`src/rtl/frame_threshold_ctrl_pkg.sv`:
```
// Shared widths, grade limits, key-FSM encoding and the grade-to-threshold
// mapping used by the key-driven threshold controller.
package frame_threshold_ctrl_pkg;

   localparam int GRADE_W = 4;
   localparam int THR_W   = 8;

   localparam logic [GRADE_W-1:0] GRADE_MAX = 4'd15;
   localparam logic [GRADE_W-1:0] GRADE_MIN = 4'd0;

   typedef logic [1:0] key_state_t;

   localparam logic [1:0] KEY_IDLE   = 2'd0;
   localparam logic [1:0] KEY_HOLD   = 2'd1;
   localparam logic [1:0] KEY_REPEAT = 2'd2;

   typedef struct packed {
      logic [GRADE_W-1:0] grade;
      logic [THR_W-1:0]   thr;
   } commit_t;

   // Threshold for a grade; the caller guarantees the product fits THR_W bits.
   function automatic logic [THR_W-1:0] grade_to_thr(input logic [GRADE_W-1:0] grade,
                                                     input int unsigned thr_step);
      return THR_W'(thr_step * (32'(grade) + 32'd1));
   endfunction

endpackage

```
`src/rtl/frame_threshold_ctrl_if.sv`:
```
// Key, frame-sync and committed-threshold signals between the board side
// (master) and the threshold controller (slave).
interface frame_threshold_ctrl_if;
   import frame_threshold_ctrl_pkg::*;

   logic               key_add_n;
   logic               key_sub_n;
   logic               per_frame_vsync;
   logic [GRADE_W-1:0] Frame_Grade;
   logic [THR_W-1:0]   Frame_Threshold;
   logic [GRADE_W-1:0] pending_grade;
   logic               thr_update;

   modport master (
      output key_add_n,
      output key_sub_n,
      output per_frame_vsync,
      input  Frame_Grade,
      input  Frame_Threshold,
      input  pending_grade,
      input  thr_update
   );

   modport slave (
      input  key_add_n,
      input  key_sub_n,
      input  per_frame_vsync,
      output Frame_Grade,
      output Frame_Threshold,
      output pending_grade,
      output thr_update
   );

endinterface

```
`src/rtl/key_debounce_repeat.sv`:
```
// One push-button: 2-FF synchroniser, debounce counter and hold-to-repeat FSM
// producing single-cycle step pulses and a held flag.
module key_debounce_repeat
   import frame_threshold_ctrl_pkg::*;
#(
   parameter int unsigned DEBOUNCE_CYCLES = 2_000_000,
   parameter int unsigned REPEAT_DELAY    = 50_000_000,
   parameter int unsigned REPEAT_PERIOD   = 10_000_000
) (
   input  logic clk,
   input  logic rst_n,
   input  logic key_n,
   input  logic suppress_repeat,
   output logic step,
   output logic held
);

   localparam int unsigned RPT_MAX = (REPEAT_DELAY > REPEAT_PERIOD) ? REPEAT_DELAY : REPEAT_PERIOD;
   localparam int DB_W  = $clog2(DEBOUNCE_CYCLES + 1);
   localparam int RPT_W = $clog2(RPT_MAX + 1);

   localparam logic [DB_W-1:0]  DB_LAST     = DB_W'(DEBOUNCE_CYCLES - 1);
   localparam logic [RPT_W-1:0] DELAY_LAST  = RPT_W'(REPEAT_DELAY - 1);
   localparam logic [RPT_W-1:0] PERIOD_LAST = RPT_W'(REPEAT_PERIOD - 1);

   generate
      if (DEBOUNCE_CYCLES == 0 || REPEAT_DELAY == 0 || REPEAT_PERIOD == 0) begin : g_bad_timing
         $error("key_debounce_repeat: cycle counts must be non-zero");
      end
   endgenerate

   logic             sync1_reg;
   logic             sync2_reg;
   logic             level_reg;
   logic             level_next;
   logic [DB_W-1:0]  db_cnt_reg;
   logic [DB_W-1:0]  db_cnt_next;
   key_state_t       state_reg;
   key_state_t       state_next;
   logic [RPT_W-1:0] rpt_cnt_reg;
   logic [RPT_W-1:0] rpt_cnt_next;
   logic             step_reg;
   logic             step_next;

   // Count only while the synchronised level disagrees with the accepted one;
   // any return to the accepted level restarts the count.
   always_comb begin
      level_next  = level_reg;
      db_cnt_next = '0;
      if (sync2_reg != level_reg) begin
         if (db_cnt_reg == DB_LAST) begin
            level_next = sync2_reg;
         end else begin
            db_cnt_next = db_cnt_reg + 1'b1;
         end
      end
   end

   always_comb begin
      state_next   = state_reg;
      rpt_cnt_next = rpt_cnt_reg;
      step_next    = 1'b0;
      case (state_reg)
         KEY_IDLE: begin
            if (!level_reg) begin
               state_next   = KEY_HOLD;
               rpt_cnt_next = '0;
               step_next    = 1'b1;
            end
         end
         KEY_HOLD: begin
            if (level_reg) begin
               state_next   = KEY_IDLE;
               rpt_cnt_next = '0;
            end else if (rpt_cnt_reg == DELAY_LAST) begin
               state_next   = KEY_REPEAT;
               rpt_cnt_next = '0;
               step_next    = !suppress_repeat;
            end else begin
               rpt_cnt_next = rpt_cnt_reg + 1'b1;
            end
         end
         KEY_REPEAT: begin
            if (level_reg) begin
               state_next   = KEY_IDLE;
               rpt_cnt_next = '0;
            end else if (rpt_cnt_reg == PERIOD_LAST) begin
               rpt_cnt_next = '0;
               step_next    = !suppress_repeat;
            end else begin
               rpt_cnt_next = rpt_cnt_reg + 1'b1;
            end
         end
         default: begin
            state_next   = KEY_IDLE;
            rpt_cnt_next = '0;
         end
      endcase
   end

   always_ff @(posedge clk or negedge rst_n) begin
      if (!rst_n) begin
         sync1_reg   <= 1'b1;
         sync2_reg   <= 1'b1;
         level_reg   <= 1'b1;
         db_cnt_reg  <= '0;
         state_reg   <= KEY_IDLE;
         rpt_cnt_reg <= '0;
         step_reg    <= 1'b0;
      end else begin
         sync1_reg   <= key_n;
         sync2_reg   <= sync1_reg;
         level_reg   <= level_next;
         db_cnt_reg  <= db_cnt_next;
         state_reg   <= state_next;
         rpt_cnt_reg <= rpt_cnt_next;
         step_reg    <= step_next;
      end
   end

   assign step = step_reg;
   assign held = (state_reg != KEY_IDLE);

endmodule

```
`src/rtl/frame_threshold_ctrl.sv`:
```
// Key-driven grade/threshold controller: steps a pending grade from two
// debounced keys and commits it to the binarisation datapath at frame start.
module frame_threshold_ctrl
   import frame_threshold_ctrl_pkg::*;
#(
   parameter int unsigned DEBOUNCE_CYCLES = 2_000_000,
   parameter int unsigned REPEAT_DELAY    = 50_000_000,
   parameter int unsigned REPEAT_PERIOD   = 10_000_000,
   parameter int unsigned GRADE_INIT      = 5,
   parameter int unsigned THR_STEP        = 5
) (
   input  logic                 clk,
   input  logic                 rst_n,
   frame_threshold_ctrl_if.slave bus
);

   localparam logic [GRADE_W-1:0] INIT_GRADE = GRADE_W'(GRADE_INIT);
   localparam logic [THR_W-1:0]   INIT_THR   = grade_to_thr(INIT_GRADE, THR_STEP);

   generate
      if (THR_STEP * (32'(GRADE_MAX) + 32'd1) > 32'd255) begin : g_thr_overflow
         $error("frame_threshold_ctrl: THR_STEP*(GRADE_MAX+1) does not fit in 8 bits");
      end
      if (GRADE_INIT > 32'(GRADE_MAX)) begin : g_bad_init
         $error("frame_threshold_ctrl: GRADE_INIT out of range");
      end
   endgenerate

   // Index 0 is the add key, index 1 the sub key.
   logic [1:0] keys_n;
   logic [1:0] step;
   logic [1:0] held;

   assign keys_n = {bus.key_sub_n, bus.key_add_n};

   // Each key suppresses its repeats while the other key is also held.
   genvar gi;
   generate
      for (gi = 0; gi < 2; gi++) begin : g_key
         key_debounce_repeat #(
            .DEBOUNCE_CYCLES (DEBOUNCE_CYCLES),
            .REPEAT_DELAY    (REPEAT_DELAY),
            .REPEAT_PERIOD   (REPEAT_PERIOD)
         ) u_key (
            .clk             (clk),
            .rst_n           (rst_n),
            .key_n           (keys_n[gi]),
            .suppress_repeat (held[1-gi]),
            .step            (step[gi]),
            .held            (held[gi])
         );
      end
   endgenerate

   logic [GRADE_W-1:0] pending_reg;
   logic [GRADE_W-1:0] pending_next;
   commit_t            commit_reg;
   commit_t            commit_next;
   logic               thr_update_reg;
   logic               thr_update_next;
   logic               vsync_reg;
   logic               vsync_rise;
   logic               add_step;
   logic               sub_step;

   // Opposing steps in the same cycle cancel; the grade saturates at both ends.
   always_comb begin
      add_step     = step[0] & ~step[1];
      sub_step     = step[1] & ~step[0];
      pending_next = pending_reg;
      if (add_step && pending_reg != GRADE_MAX) begin
         pending_next = pending_reg + 1'b1;
      end else if (sub_step && pending_reg != GRADE_MIN) begin
         pending_next = pending_reg - 1'b1;
      end
   end

   // The commit takes pending_reg as it stood before this cycle's step, so a
   // step coinciding with frame start is deferred to the next frame.
   always_comb begin
      vsync_rise      = bus.per_frame_vsync & ~vsync_reg;
      commit_next     = commit_reg;
      thr_update_next = 1'b0;
      if (vsync_rise) begin
         commit_next.grade = pending_reg;
         commit_next.thr   = grade_to_thr(pending_reg, THR_STEP);
         thr_update_next   = (pending_reg != commit_reg.grade);
      end
   end

   always_ff @(posedge clk or negedge rst_n) begin
      if (!rst_n) begin
         pending_reg    <= INIT_GRADE;
         commit_reg     <= '{grade: INIT_GRADE, thr: INIT_THR};
         thr_update_reg <= 1'b0;
         vsync_reg      <= 1'b0;
      end else begin
         pending_reg    <= pending_next;
         commit_reg     <= commit_next;
         thr_update_reg <= thr_update_next;
         vsync_reg      <= bus.per_frame_vsync;
      end
   end

   assign bus.Frame_Grade     = commit_reg.grade;
   assign bus.Frame_Threshold = commit_reg.thr;
   assign bus.pending_grade   = pending_reg;
   assign bus.thr_update      = thr_update_reg;

endmodule

```
`src/flat_wrapper.sv`:
```
// flat-port wrapper written by rule: the top's interface ports become plain ports
module frame_threshold_ctrl_flat import frame_threshold_ctrl_pkg::*;
#(
   parameter int unsigned DEBOUNCE_CYCLES = 2_000_000,
   parameter int unsigned REPEAT_DELAY    = 50_000_000,
   parameter int unsigned REPEAT_PERIOD   = 10_000_000,
   parameter int unsigned GRADE_INIT      = 5,
   parameter int unsigned THR_STEP        = 5
)
  (clk, rst_n, bus_key_add_n, bus_key_sub_n, bus_per_frame_vsync, bus_Frame_Grade, bus_Frame_Threshold, bus_pending_grade, bus_thr_update);
  frame_threshold_ctrl_if bus_i ();
  input  logic clk;
  input  logic rst_n;
  input wire logic [$bits(bus_i.key_add_n)-1:0] bus_key_add_n;
  input wire logic [$bits(bus_i.key_sub_n)-1:0] bus_key_sub_n;
  input wire logic [$bits(bus_i.per_frame_vsync)-1:0] bus_per_frame_vsync;
  output wire logic [$bits(bus_i.Frame_Grade)-1:0] bus_Frame_Grade;
  output wire logic [$bits(bus_i.Frame_Threshold)-1:0] bus_Frame_Threshold;
  output wire logic [$bits(bus_i.pending_grade)-1:0] bus_pending_grade;
  output wire logic [$bits(bus_i.thr_update)-1:0] bus_thr_update;
  assign bus_i.key_add_n = bus_key_add_n;
  assign bus_i.key_sub_n = bus_key_sub_n;
  assign bus_i.per_frame_vsync = bus_per_frame_vsync;
  assign bus_Frame_Grade = bus_i.Frame_Grade;
  assign bus_Frame_Threshold = bus_i.Frame_Threshold;
  assign bus_pending_grade = bus_i.pending_grade;
  assign bus_thr_update = bus_i.thr_update;
  frame_threshold_ctrl #(.DEBOUNCE_CYCLES(DEBOUNCE_CYCLES), .REPEAT_DELAY(REPEAT_DELAY), .REPEAT_PERIOD(REPEAT_PERIOD), .GRADE_INIT(GRADE_INIT), .THR_STEP(THR_STEP)) u_core (.clk(clk), .rst_n(rst_n), .bus(bus_i));
endmodule
```
`config.mk`:
```
export PLATFORM = sky130hd
export DESIGN_NAME = frame_threshold_ctrl_flat
export DESIGN_NICKNAME = d
export VERILOG_FILES = /design/src/rtl/frame_threshold_ctrl_pkg.sv /design/src/rtl/frame_threshold_ctrl_if.sv /design/src/rtl/key_debounce_repeat.sv /design/src/rtl/frame_threshold_ctrl.sv /design/src/flat_wrapper.sv
export SDC_FILE = /design/constraint.sdc
export NUM_CORES = 1
export LEC_CHECK = 0
export ABC_AREA = 0
export CORE_UTILIZATION = 59
export CTS_BUF_LIST = sky130_fd_sc_hd__clkbuf_2 sky130_fd_sc_hd__clkbuf_4 sky130_fd_sc_hd__clkbuf_8
export DETAILED_ROUTE_END_ITERATION = 7
export PLACE_DENSITY = 0.77
export SLEW_MARGIN = 20
export SYNTH_ARGS = -nofsm -noshare
export SYNTH_HDL_FRONTEND = slang
export SYNTH_SLANG_ARGS = --single-unit
```
`constraint.sdc`:
```
create_clock -name clk -period 4.3 [get_ports clk]
set_input_delay 0.86 -clock clk [delete_from_list [all_inputs] [get_ports clk]]
set_output_delay 0.86 -clock clk [all_outputs]
set_load 0.02 [all_outputs]
```
# Yosys cells after proc, flatten, opt, wreduce, memory -nomap -nowiden
# Cells that the tools add are included.
[op_classes]
muxes = 41
bitwise = 6
multipliers = 1
shifts = 0
div_mod_pow = 0
reduce_logical = 14
eq_ne = 20
magnitude_cmp = 0
addsub = 7
[op_table]
columns = ["operator", "n"]
rows = [
  ["$mux 26", 10],
  ["$pmux 26 s3", 2],
  ["$mux 21", 4],
  ["$add 26x1->26 const B", 2],
  ["$eq 26x24->1 const B", 2],
  ["$eq 26x26->1 const B", 2],
  ["$add 21x1->21 const B", 2],
  ["$eq 21x21->1 const B", 2],
  ["$mul 3x32->8 const A", 1],
  ["$mux 2", 8],
  ["$pmux 2 s3", 2],
  ["$mux 1", 11],
  ["$mux 4", 2],
  ["$ne 2x2->1 const B", 4],
  ["$ne 3x3->1 const B", 2],
  ["$pmux 1 s3", 2],
  ["$reduce_and 3->1", 2],
  ["$reduce_bool 2->1", 3],
  ["$add 4x1->5 const B", 1],
  ["$add 4x1->4 const B", 1],
  ["$eq 2x1->1 const B", 2],
  ["$eq 2x2->1 const B", 2],
  ["$logic_not 2->1", 2],
  ["$ne 4x4->1", 1],
  ["other kinds (9)", 17],
]
[totals]
register_bits = 124
ramBits = 0
input_bits = 5
romBits = 0
output_inout_bits = 17
latch_bits = 0
mem_count = 0
elab_cells = 108

# Longest topological paths before layout
# Gate-level depths: netlist of run 1.
[depth]
depth_word = 5
depth_mapped = 11
mapped_depth_nobuf = 10

# Cells and area by module
# A second synthesis of run 1 with hierarchy kept.
[hier_totals]
cells_unflattened = 805
hier_area_um2 = 7443.4
[modules_own_cells]
columns = ["module", "area_per_inst_um2", "cells_per_inst", "instances", "seq_area_each_um2"]
rows = [
  ["key_debounce_repeat", 3178.0, 356, 2, 1330.0],
  ["frame_threshold_ctrl", 1087.3, 93, 1, 460.4],
]

# Worst setup path before layout of run 1
# No wires, ideal clock.
[synth_path]
path_kind = "register to register"
start = "register u_core.pending_reg[0], in the netlist u_core.bus.pending_grade[0]"
end = "register u_core.commit_reg (netlist bit u_core.bus.Frame_Threshold[7])"
setup_ps = 83
arrival_time_ps = 2390
setup_slack_ps = 1827
synth_period_minus_slack_ps = 2473
path_stages_with_launch = 11
required_time_ps = 4217
n_path_buf = 1
cell_sequence = "dfstp_2 > clkbuf_1 > inv_1 > ha_1 > ha_1 > ha_1 > inv_1 > fa_1 > nor2b_1 > o21ai_0 > o21ai_0"
[synth_between]
elab_chain_len = 2
[synth_rtl]
columns = ["item", "line", "rtl"]
rows = [
  ["start, declared", "frame_threshold_ctrl.sv:55", "logic [GRADE_W-1:0] pending_reg;"],
  ["start signal, assigned", "frame_threshold_ctrl.sv:98", "pending_reg <= pending_next;"],
  ["$add 4x1->5", "frame_threshold_ctrl_pkg.sv:25", "return THR_W'(thr_step * (32'(grade) + 32'd1));"],
  ["$mul 3x32->8", "frame_threshold_ctrl_pkg.sv:25", ""],
  ["end signal, assigned", "frame_threshold_ctrl.sv:94", "commit_reg <= '{grade: INIT_GRADE, thr: INIT_THR};"],
  ["end signal, assigned", "frame_threshold_ctrl.sv:99", "commit_reg <= commit_next;"],
  ["end, declared", "frame_threshold_ctrl.sv:57", "commit_t commit_reg;"],
]
# Every way passes these cells.
# A chain may end at the register's enable or synchronous reset.

# Worst setup path in the final report of run 1
[layout_path]
start = "register u_core.pending_reg[0], in the netlist u_core.bus.pending_grade[0]"
end = "output port bus_pending_grade[0]"
[layout_lines]
columns = ["item", "line", "rtl"]
rows = [
  ["end, declared", "flat_wrapper.sv:19", "output wire logic [$bits(bus_i.pending_grade)-1:0] bus_pending_grade;"],
]
# No word-level cell between the ends.

==> results of run 1 <==
layer usage:
metal	GRT usage	up-vias	wire (um)
met5	0	-	0
met4	0.106	0	278
met3	0.0544	32	490
met2	0.408	145	6640
met1	0.319	2604	6090
li1	-	2565	-
metrics by stage:
stage          utilization  instances  instance area [um2]  power (W)
6_report             0.673        876                 7390    0.00229
5_1_grt              0.673        876                 7390    0.00237
4_1_cts              0.673        876                 7390    0.00231
3_5_place_dp         0.636        845                 6980    0.00126
3_3_place_gp         0.636        845                 6980    0.00125
2_1_floorplan            -        712                 6720    0.00122
final timing paths:
check / to / startpoint / cells past startpoint / slack, ns
worst max-delay path: bus_pending_grade[0] / u_core.bus.pending_grade[0]$_DFFE_PN1P_ / 1 / 1.72
worst min-delay path: u_core.g_key[1].u_key.sync2_reg$_DFF_PN1_ / u_core.g_key[1].u_key.sync1_reg$_DFF_PN1_ / 0 / 0.36
worst max register to register: u_core.bus.Frame_Threshold[7]$_DFFE_PN0P_ / u_core.bus.pending_grade[0]$_DFFE_PN1P_ / 9 / 1.82
worst min register to register: u_core.g_key[1].u_key.sync2_reg$_DFF_PN1_ / u_core.g_key[1].u_key.sync1_reg$_DFF_PN1_ / 0 / 0.36
max in group asynchronous: u_core.g_key[0].u_key.level_reg$_DFFE_PN1P_ / rst_n / 2 / 2.80
min in group asynchronous: u_core.bus.Frame_Threshold[5]$_DFFE_PN0P_ / rst_n / 1 / 0.51
logic make-up (layout without fill, tap and decap cells):
kind of cell | count (synthesis) | in the layout | share of synthesized area
and+or+nand+nor | 302 | 302 | 0.227
AOI/OAI and AO/OA | 141 | 141 | 0.136
DFF | 124 | 124 | 0.464
buffers and inverters | 57 | 81 | 0.0372
xor gates and xnor gates | 51 | 51 | 0.0665
adders and majority gates | 26 | 26 | 0.0506
muxes | 11 | 11 | 0.0184
power groups by stage:
stage	Combinational, W	Clock [W]	Sequential (W)
final	0.0000498	0.00106	0.00118
after global routing	0.0000574	0.00113	0.00118
after CTS	0.0000521	0.00108	0.00118
after detailed placement	0.0000522	0	0.00120
after global placement	0.0000503	0	0.00120
after floorplan	0.0000171	0	0.00120
Yosys cell counts, types with 14 or more instances:
library cell    n  area [um2]
dfrtp_1       110        2750
dfstp_2        14         368
and3_1         17         106
nor2_1         78         293
xnor2_1        23         201
nand3_1        35         175
clkbuf_1       21        78.8
o21ai_0        30         150
xor2_1         28         245
nand2_1        79         297
ha_1           24         300
inv_1          25        93.8
a31oi_1        46         288
nand4_1        24         150
a21oi_1        27         135
area by class of cell:
cell class | instances | share of cell area
clock inverters | 8 | 0.0159
inverters | 25 | 0.0127
multi-input cells | 531 | 0.454
well taps | 140 | 0.0237
clock buffers | 23 | 0.0386
repair buffers | 25 | 0.0322
flip-flops and latches | 124 | 0.422
==> metrics.md, run 1 <==
| Metric | Value |
|---|---|
| Clock Tree Buf Depth | 2 |
| Fin crit share | 0.600 |
| Min-delay worst type | reg2reg |
| Routed wire length | approximately 14000 um |
| Most common cell after layout, fill and taps aside | dfrtp_1 |
| Slew HR | 0.412 |
| Sum Neg Setup Slack | 0 ns |
| Post-DRT Antenna Nets | 0 |
| Critical path class | reg2out |
| Setup violations, final | 0 |
| Sw frac | 0.213 |
| DR WL/cell | roughly 15 um |
| Synth Warn # | 0 |
| Sequential fraction of design power | 0.517 |
| Worst Setup Start Kind | flop |
| Row cnt | 38 |
| DIE WIDTH | about 110 um |
| FF+latch area | roughly 0.0031 mm2 |
| Antenna violations before repair | 0 |
| DP Wirelength | 9230 um |
| FFs w/ async S/R, synth | 1.00 |
| First-pass GRT wire length | 23200 um |
| Crit. End Element | output port |
| Die H | approximately 110 um |
| Clock network power share | 0.461 |
| Status | finished, final reports clean |
| Nets | 755 |
| Post-synth EDFFs | 0 |
| Post-cts resize count | 0 |
| CP max FO | 9 |
| Gate power share | 0.022 |
| Fillers | between 800 and 900 |
| Hold_ws | ~0.36 ns |
| Min Tclk post-route | between 2 and 3 ns |
| Iteration-0 DRC Markers | 335 |
| Dominant synthesized flop cell | dfrtp_1 |
| Netlist Area Pre-Place | 0.00672 mm2 |
| Delay of the slowest critical-path stage | roughly 0.65 ns |
| Worst skew pair latency | 0.45 ns |
| Drt first pass iters | 7 |
| Clk slew on worst S/H paths | ~0.060 ns |
| CP required | around 3.4 ns |
| Fin. Hold Viols | 0 |
| Port bufs | 21 |
| Internal power | about 0.0018 W |
| Post-Place Setup Slack | between 1.5 and 2 ns |
| Commonest non-fill, non-tap cells in the layout | 110 x dfrtp_1, 79 x nand2_1, 78 x nor2_1, 46 x a31oi_1, 35 x nand3_1 |
| Sw power | ~0.0005 W |
| Total grt overflow | 0 |
| Placer Congestion | roughly 0.86 |
| Core area | ~0.011 mm2 |
| Slowest cell on crit path | clkdlybuf4s50_1 |
| Final Skew | 0.0138 ns |
| #FFs+latches synth | between 100 and 150 |
| Max-slew violation count | 0 |
| GRT Total Usage | 0.249 |
| Synthesized instance count | about 710 |
| Clk root buf | clkbuf_8 |
| Top delay family on crit path | buffers and inverters |
| Setup Buffers After CTS | 0 |
| Max reg flops | between 50 and 60 |
| Distinct cells, synth | 60 |
| Vias per inst | 6.10 |
| Final worst slack | around 1.7 ns |
| Register area share after synthesis | 0.464 |
| RSZ-0062 raised after global routing | false |
| CTS tree | yes |
| Least-Margin Pin Slew | 0.881 ns |
| Post-CTS Hold Buffers | 0 |
| Area of the multi-input gates | ~0.0034 mm2 |
| WP data arrival | 1.72 ns |
| TritonCTS buffer count | 17 |
| Post-Syn Area per Cell | ~9.4 um2 |
| Max rail drop VDD | roughly 0.00042 V |
| Largest net degree at the start of global routing | 71 |
| Initial Utilization | 0.612 |
| Post-route DRC violation count | 0 |
| Maximum clock frequency | 387 MHz |
| CP Buf/Inv Count | 1 |
| Number of H-tree levels | 4 |
| Ant diodes | 0 |
| LEAKAGE | 3.35 nW |
| Via count | approximately 5300 |
| Area Overhead vs Synth | 9.90% |
| Max-cap violations | 0 |
| Vias in the first global route | about 5100 |
| Syn Nets | roughly 740 |
| Die area | approximately 0.012 mm2 |
| PwrDens | slightly above 300 mW/mm2 |
| Clock Sinks | ~120 |
| Layout cells sized above 1 | 0.101 |
| Worst path cell trace | clkdlybuf4s50_1 |
| Boundary Pins | 22 |
(Power assumes the default switching activity.)
==> run 2, diff against run 1 <==
CORE_UTILIZATION = 58   (was 59)
PLACE_DENSITY = 0.79   (was 0.77)
clock period = 2.2 ns   (was 4.3 ns; I/O delays follow)
==> metrics.md, run 2 (synthesized netlist as in run 1, its figures left out) <==
| Metric | Value |
|---|---|
| Status | finished, violations left |
| Failing checks | negative setup slack |
| Internal power | 0.00376 W |
| Post-Place Setup Slack | -0.0289 ns |
| Post-Place Cells | approximately 890 |
| Core area | about 0.011 mm2 |
| Worst skew pair latency | 0.45 ns |
| Commonest non-fill, non-tap cells in the layout | 109 x dfrtp_1, 78 x nand2_1, 76 x nor2_1, 56 x buf_4, 46 x a31oi_1 |
| Sw power | between 0.0009 and 0.001 W |
| Drt first pass iters | 5 |
| Vias in the first global route | about 5500 |
| Clock Sinks | 124 |
| Design area | between 0.008 and 0.009 mm2 |
| Clk slew on worst S/H paths | approximately 0.080 ns |
| Critical path class | reg2reg |
| Largest net degree at the start of global routing | 74 |
| GRT Total Usage | 0.263 |
| Max-slew violation count | 0 |
| Sequential fraction of design power | 0.488 |
| Met2 Track Usage GR | 0.450 |
| Post-layout util | 0.743 |
| Placed inst area | 0.00747 mm2 |
| Die H | approximately 110 um |
| Port bufs | 21 |
| Slew HR | 0.595 |
| DIE WIDTH | 110 um |
| Post-DRT Antenna Nets | 0 |
| Most common cell after layout, fill and taps aside | dfrtp_1 |
| Min Tclk post-route | 2.21 ns |
| Placer Congestion | ~0.86 |
| Post-route DRC violation count | 0 |
| Iteration-0 DRC Markers | around 500 |
| CTS tree | yes |
| Boundary Pins | 22 |
| LEAKAGE | approximately 3.7 nW |
| CP max FO | 7 |
| Antenna violations before repair | 0 |
| Least-Margin Pin Slew | roughly 0.6 ns |
| Max-cap violations | 0 |
| Maximum clock frequency | around 450 MHz |
| DP Wirelength | about 10000 um |
| Layout cells sized above 1 | 0.205 |
| Die area | 0.0120 mm2 |
| Max reg flops | 52 |
| Ant diodes | 0 |
| RSZ-0062 raised after global routing | true |
| Busiest grt layer | met2 |
| Nets | roughly 800 |
| PwrDens | 576 mW/mm2 |
| Setup violations, final | 2 |
| TritonCTS buffer count | 17 |
| M3 GR Usage | 0.0664 |
| Final Skew | 0.00908 ns |
| First-pass GRT wire length | about 24000 um |
| Via count | 5638 |
| Row cnt | 38 |
| Max rail drop VDD | slightly above 0.0008 V |
| Min-delay worst type | reg2reg |
| Total grt overflow | 0 |
| Fin. Hold Viols | 0 |
| Number of H-tree levels | 4 |
| Crit. End Element | flop |
| CP required | approximately 2.6 ns |
| Fillers | 744 |
| Worst Setup Start Kind | flop |
| Vias per inst | between 6 and 7 |
| Initial Utilization | 0.607 |
| Routed wire length | ~15000 um |
| Final worst slack | -0.0142 ns |
| Clk root buf | clkbuf_8 |
| Gate power share | 0.023 |
| WP data arrival | 2.56 ns |
| Clock Tree Buf Depth | 2 |
| Sw frac | 0.206 |
| Fin crit share | 1.01 |
| Met1 usage | 0.316 |
| Area Overhead vs Synth | 22.4% |
| Clock network power share | 0.490 |
| Post-route insts no fill | ~940 |
| DR WL/cell | about 16 um |
[run 2: changes by cell type in the layout (fill, tap and decap cells not counted), moves of 4 or more]
cell,previous run,this run
buf_4,5,56
ha_1,24,16
ha_4,0,8
o21ai_0,30,24
o21ai_1,1,7
buf_6,0,4
[run 2: stage by stage]
stage	hold slack [ns]	setup TNS [ns]	total power [W]
global placement	0.346	0	0.00246
floorplan	0.144	0	0.00239
finish	0.361	-0.0261	0.00474
global route	0.363	-1.62	0.00490
detailed placement	0.347	-0.0871	0.00246
CTS	0.354	-0.0158	0.00479
[run 2: worst max-delay path, cell delays in order, from the launching register on]
cell and delay (ns):
dfrtp_1 0.44, nor4bb_2 0.35, nand2_1 0.16, o41ai_4 0.38, buf_4 0.18, a21oi_4 0.09
buf_6 0.17, a21o_1 0.16, a22o_1 0.17
[run 2: layer usage]
layer,share of wire,routed length [um],vias to the layer above
met5,0,0,-
met1,0.43,6480,2763
met4,0.017,255,0
met2,0.50,7590,156
met3,0.047,713,28
li1,-,-,2691
[run 2: cell type report]
type | count | area (um2) | area share
multi-input combinational | 531 | 3630 | 0.441
clock inverter | 11 | 189 | 0.0230
sequential | 124 | 3120 | 0.379
inverter | 25 | 96.3 | 0.0117
tap | 140 | 175 | 0.0213
clock buffer | 21 | 277 | 0.0336
timing repair buffer | 85 | 738 | 0.0897
[run 2: power by group through the flow]
stage / combinational, W / sequential (W) / clock (W)
CTS: 0.000113 / 0.00231 / 0.00237
global placement: 0.000108 / 0.00235 / 0
floorplan: 0.0000336 / 0.00235 / 0
detailed placement: 0.000111 / 0.00235 / 0
global route: 0.000126 / 0.00231 / 0.00246
finish: 0.000109 / 0.00231 / 0.00232
[run 2: timing repair]
| action | in CTS | in global routing |
|---|---|---|
| endpoints found under the hold margin | 42 | 0 |
| pin swaps | 3 | 21 |
| cloned | 0 | 1 |
| endpoints found under the setup margin | 14 | 43 |
| hold buffers | 1 | 0 |
| resized for setup | 9 | 20 |
| buffers inserted | 5 | 9 |
[run 2: worst paths after layout]
path	from	to	slack, ns	depth (start not counted)
max	u_core.g_key[0].u_key.rpt_cnt_reg[25]$_DFFE_PN0P_	u_core.g_key[0].u_key.rpt_cnt_reg[17]$_DFFE_PN0P_	-0.01	8
min	u_core.g_key[1].u_key.sync1_reg$_DFF_PN1_	u_core.g_key[1].u_key.sync2_reg$_DFF_PN1_	0.36	0
max reg2reg	u_core.g_key[0].u_key.rpt_cnt_reg[25]$_DFFE_PN0P_	u_core.g_key[0].u_key.rpt_cnt_reg[17]$_DFFE_PN0P_	-0.01	8
min reg2reg	u_core.g_key[1].u_key.sync1_reg$_DFF_PN1_	u_core.g_key[1].u_key.sync2_reg$_DFF_PN1_	0.36	0
max in group asynchronous	rst_n	u_core.g_key[0].u_key.sync2_reg$_DFF_PN1_	1.29	3
min in group asynchronous	rst_n	u_core.g_key[1].u_key.rpt_cnt_reg[14]$_DFFE_PN0P_	0.53	3
